--- config.mk ---
export PLATFORM = sky130hd
export DESIGN_NAME = sa_host_ctrl
export DESIGN_NICKNAME = d
export VERILOG_FILES = /design/src/rtl/sa_host_ctrl.sv
export SDC_FILE = /design/constraint.sdc
export NUM_CORES = 1
export LEC_CHECK = 0
export BUFFER_PORTS_ARGS = -buffer_cell sky130_fd_sc_hd__buf_2
export CAP_MARGIN = 5
export CORE_MARGIN = 5
export CORE_UTILIZATION = 50
export DETAILED_ROUTE_END_ITERATION = 10
export MAX_ROUTING_LAYER = met4
export PLACE_DENSITY_LB_ADDON = 0.3
export SYNTH_ARGS = -nofsm -noshare
export SYNTH_HDL_FRONTEND = slang
export SYNTH_SLANG_ARGS = --single-unit
--- constraint.sdc ---
create_clock -name clk -period 3.8 [get_ports clk]
set_input_delay 0.57 -clock clk [delete_from_list [all_inputs] [get_ports clk]]
set_output_delay 0.57 -clock clk [all_outputs]
set_load 0.05 [all_outputs]
--- src/rtl/sa_host_ctrl.sv ---
// sa_host_ctrl: streams A/B operands into a systolic array core, starts it,
// waits for completion, then streams the captured C matrix out row-major.
module sa_host_ctrl #(
    parameter int N       = 2,
    parameter int WIDTH   = 8,
    parameter int ACC     = 32,
    parameter int SETTLE  = 2*N,
    parameter int TIMEOUT = 1024
) (
    input  logic                                clk,
    input  logic                                rst,
    input  logic                                s_valid,
    output logic                                s_ready,
    input  logic [WIDTH-1:0]                    s_data,
    output logic                                m_valid,
    input  logic                                m_ready,
    output logic [ACC-1:0]                      m_data,
    output logic                                m_last,
    output logic                                sa_start,
    input  logic                                sa_done,
    output logic [N-1:0][N-1:0][WIDTH-1:0]      A_mem,
    output logic [N-1:0][N-1:0][WIDTH-1:0]      B_mem,
    input  logic [N-1:0][N-1:0][ACC-1:0]        C_in,
    output logic                                busy,
    output logic                                err_timeout
);
    localparam int EW   = (N*N > 1) ? $clog2(N*N) : 1;
    localparam int CMAX = (TIMEOUT > SETTLE) ? TIMEOUT : SETTLE;
    localparam int CW   = (CMAX > 1) ? $clog2(CMAX) : 1;
    localparam logic [EW-1:0] E_LAST = EW'(N*N-1);
    localparam logic [CW-1:0] T_LAST = CW'(TIMEOUT-1);
    localparam logic [CW-1:0] S_LAST = CW'(SETTLE-1);

    typedef enum logic [2:0] {ST_LOAD, ST_START, ST_WAIT, ST_SETTLE, ST_DRAIN} state_t;

    state_t                   state, state_nxt;
    logic [EW-1:0]            pos;
    logic                     sel_b;
    logic [CW-1:0]            cnt;
    logic [N*N-1:0][WIDTH-1:0] a_buf, b_buf;
    logic [N*N-1:0][ACC-1:0]  c_buf;
    logic                     err_q, timeout_hit, s_fire, m_fire;

    always_comb begin
        state_nxt   = state;
        s_ready     = 1'b0;
        m_valid     = 1'b0;
        sa_start    = 1'b0;
        busy        = 1'b0;
        timeout_hit = 1'b0;
        s_fire      = 1'b0;
        m_fire      = 1'b0;
        if (!rst) begin
            busy = state != ST_LOAD;
            case (state)
                ST_LOAD: begin
                    s_ready = 1'b1;
                    s_fire  = s_valid;
                    if (s_valid && sel_b && pos == E_LAST) state_nxt = ST_START;
                end
                ST_START: begin
                    sa_start  = 1'b1;
                    state_nxt = ST_WAIT;
                end
                ST_WAIT: begin
                    if (sa_done) state_nxt = ST_SETTLE;
                    else if (cnt == T_LAST) begin
                        timeout_hit = 1'b1;
                        state_nxt   = ST_LOAD;
                    end
                end
                ST_SETTLE: if (cnt == S_LAST) state_nxt = ST_DRAIN;
                ST_DRAIN: begin
                    m_valid = 1'b1;
                    m_fire  = m_ready;
                    if (m_ready && pos == E_LAST) state_nxt = ST_LOAD;
                end
                default: state_nxt = ST_LOAD;
            endcase
        end
    end

    // cnt restarts on every state change, so it measures time spent in WAIT/SETTLE
    always_ff @(posedge clk) begin
        if (rst) begin
            state <= ST_LOAD;
            pos   <= '0;
            sel_b <= 1'b0;
            cnt   <= '0;
            err_q <= 1'b0;
            a_buf <= '0;
            b_buf <= '0;
            c_buf <= '0;
        end else begin
            state <= state_nxt;
            err_q <= timeout_hit;
            cnt   <= (state_nxt != state) ? '0 : cnt + 1'b1;
            if (s_fire) begin
                if (sel_b) b_buf[pos] <= s_data;
                else a_buf[pos] <= s_data;
                pos <= (pos == E_LAST) ? '0 : pos + 1'b1;
                if (pos == E_LAST) sel_b <= !sel_b;
            end
            if (m_fire) pos <= (pos == E_LAST) ? '0 : pos + 1'b1;
            if (timeout_hit) begin
                pos   <= '0;
                sel_b <= 1'b0;
            end
            if (state == ST_SETTLE && state_nxt == ST_DRAIN) c_buf <= C_in;
        end
    end

    assign A_mem       = a_buf;
    assign B_mem       = b_buf;
    assign m_data      = m_valid ? c_buf[pos] : '0;
    assign m_last      = m_valid && pos == E_LAST;
    assign err_timeout = err_q && !rst;
endmodule

==> metrics.yaml <==
run_status: "completed"
first_iter_violations: 374
initial_core_util: 0.509
worst_path_max_delay_cell: "dfxtp_2"
post_synth_num_cell_types: 42
netlist_top_cells_area: "dfxtp_1 48%, mux2i_1 22%, nor2_1 8.4%"
cp_max_fo: 26
ctsResizeCount: 0
hold_path.class: "input pin to flip-flop"
worst_path_dominant_cell_family: "flip-flops"
grt_antenna_before_repair: 7
cts_tree: "built"
timing.rr.end: "A_mem[26]$_SDFFE_PP0P_"
vias_in_the_first_global_route: 6856
crit_path_end_kind: "primary output"
synth.yosys.seq_area_share: 0.476
reg2reg_slack_ps: 1360
route.detailed.wl_per_inst_um: 17.1
buffer_count_from_post_cts_setup_fixing: 0
io_buffers: 242
vdd_drop_max_mv: 0.299
dp_hpwl_um: 15000
yosys.area.top_type_share: 0.476
root_cell_of_the_clock_tree: "clkbuf_16"
tritoncts.num_buffers: 22
crit_path_cell_trace: "buf_4, mux4_2, and3_1, buf_2"
die_area_um2: 20300
most_used_standard_cell_by_instance_count_after_synthesis: "dfxtp_1"
cts.reportedPaths.clkPinSlew_ps: 60
pin_count: 243
min_from: "C_in[79]"
largest_net_degree_at_the_start_of_global_routing: 130
deepest_level_of_the_cts_h_tree: 1
grt_busiest_layer: "met2"
timing.final.max_slew_violations: 0
die_x_um: 143
rows: 48
syn_inst: 825
grt_first_pass_wirelength_um: 35000
placedInstanceArea_um2: 10000
instances_no_fill: 1278
synthesis.area_um2: 8800
rsz0062_at_grt: "no"
yosys_warnings: 0
synth_area_per_cell_um2: 10.7
finalHoldViolations: 0
cts_hold_repair.buffers: 0
timing.hold.worst_path_depth: 3
synthDominantAreaCellType: "dfxtp_1"
maxCapViolations: 0
ys_seq_elements: 209
syn_nets: 971
gr-usage-met3: 0.0603
worst_slew_pin_slew_ps: 956
fmax_mhz: 336
critPathArrivalTime_ps: 2410
fin_tns_setup_ps: 0
groute.layer.met1.usage: 0.269
final_net_count: 1175
global_route.usage.total: 0.216
worstPathRequired_ps: 3230
min_period_ps: 2980
timing_worst_setup_path_type: "flip-flop to primary output"
coreArea_um2: 17300
vias: 6692
setup-violations-final: 0
wl_um: 21900
reg2reg_from: "pos[1]$_SDFFE_PP0P_"
drt-vias-per-instance: 5.24
placedCellCount: 1230
power-per-cell-area_nw_per_um2: 434
detailedRoute.firstPassIterationCount: 4
detail_route.drc_violations: 0
place_congestion: 0.760
worstHoldEndpoint: "c_buf[79]$_SDFFE_PP0P_"
clock_skew_ps: 11.6
cp-start-kind: "flip-flop"
timing.max_slew.rel_slack: 0.363
clock-sinks: 209
leakage_power_total_nw: 6.04
met2_usage: 0.349
final_antenna_net_count: 0
ys.flop_type: "dfxtp_1"
postLayoutCoreUtil: 0.624
synth_edf_count: 0
clock_path_buffers: 3
clk-insertion-delay-late_ps: 490
die_h_um: 143
finalPower_w: 0.00469
overflow: 0
final_cell_area_um2: 10800
worst_case_reg_to_reg_path_depth: 5
final_layout_size_suffix_gt1_frac: 0.316
synth_async_sr_flop_share: 0
worst-path-buf-inv: 2
worst_path_largest_cell_delay_ps: 830
syn2layout_area_growth_pct: 22.7
period_share: 0.784
yosys-top-cells-count: "209 x dfxtp_1, 196 x nor2_1, 189 x mux2i_1"
-- kinds of logic (layout without fill, tap and decap cells) --
kind of cell / count (synthesis) / in the layout / synth area share
AOI/OAI and AO/OA: 19 / 19 / 0.0159
xor gates and xnor gates: 9 / 9 / 0.00896
adders and majority gates: 5 / 5 / 0.00711
buffers and inverters: 78 / 298 / 0.0461
DFF: 209 / 209 / 0.476
muxes: 221 / 221 / 0.297
other: 0 / 8 / 0
and+or+nand+nor: 284 / 284 / 0.149
-- report_power, final --
group / internal [W] / switching, W / leakage, nW
Sequential: 0.00220 / 0.0000169 / 1.69
Combinational: 0.0000991 / 0.000140 / 3.97
Clock: 0.00138 / 0.000855 / 0.382
Total: 0.00368 / 0.00101 / 6.04
-- worst max path at each step --
stage | start | to | slack, ps | cells past startpoint
6_report | pos[1]$_SDFFE_PP0P_ | m_data[11] | 820 | 4
5_1_grt | pos[0]$_SDFFE_PP0P_ | m_data[9] | 680 | 4
4_1_cts | pos[0]$_SDFFE_PP0P_ | m_data[9] | 770 | 4
3_5_place_dp | rst | A_mem[22]$_SDFFE_PP0P_ | 1240 | 6
3_3_place_gp | rst | m_data[27] | 1260 | 5
2_1_floorplan | rst | s_ready | 760 | 3
-- state kept, by name, indices dropped and copies added, names as in the netlist --
| name | flops |
|---|---|
| sel_b | 1 |
| c_buf | 128 |
| B_mem | 32 |
| cnt | 10 |
| pos | 2 |
| err_q | 1 |
| A_mem | 32 |
| state | 3 |
-- layout make-up --
cell class,count,area [um^2]
Fill cell,1457,6500
Clock buffer,34,687
Multi-Input combinational cell,538,4210
Tap cell,225,282
Antenna cell,8,20.0
Sequential cell,209,4190
Timing Repair Buffer,249,1290
Clock inverter,6,80.1
Inverter,9,33.8
-- metal layers --
metal / share of wire / vias up
met5: 0 / -
met4: 0.026 / 0
met3: 0.083 / 49
met2: 0.47 / 223
met1: 0.42 / 3137
li1: - / 3283
-- worst register-to-register path, delay by kind of cell, from the launching register on --
| family | cells | cell delay [ps] |
|---|---|---|
| mux | 1 | 320 |
| fa+ha+maj | 1 | 400 |
| flops | 1 | 830 |
| simple gates | 3 | 770 |
-- through the flow --
stage / hold slack [ps] / worst slack (ps)
after global routing: 291 / 676
after detailed placement: 466 / 1240
final: 303 / 820
after floorplan: 449 / 755
after CTS: 290 / 774
after global placement: 456 / 1260
-- cell usage in the layout (no fill, tap or decap), drive strengths merged, types with 2 or more instances in the layout --
cell type	count
and3b	2
a21oi	5
bufinv	2
mux2i	189
dfxtp	209
nor3	7
buf	249
ha	5
nand4	7
nand2	8
nor2b	3
o221a	2
nand3	8
inv	9
clkinv	4
nor4	8
nand4b	3
nor2	196
and3	34
mux4	32
o21ai	5
and4	3
xor2	7
diode	8
xnor2	2
clkbuf	34
Power figures use the tool's default switching activity.
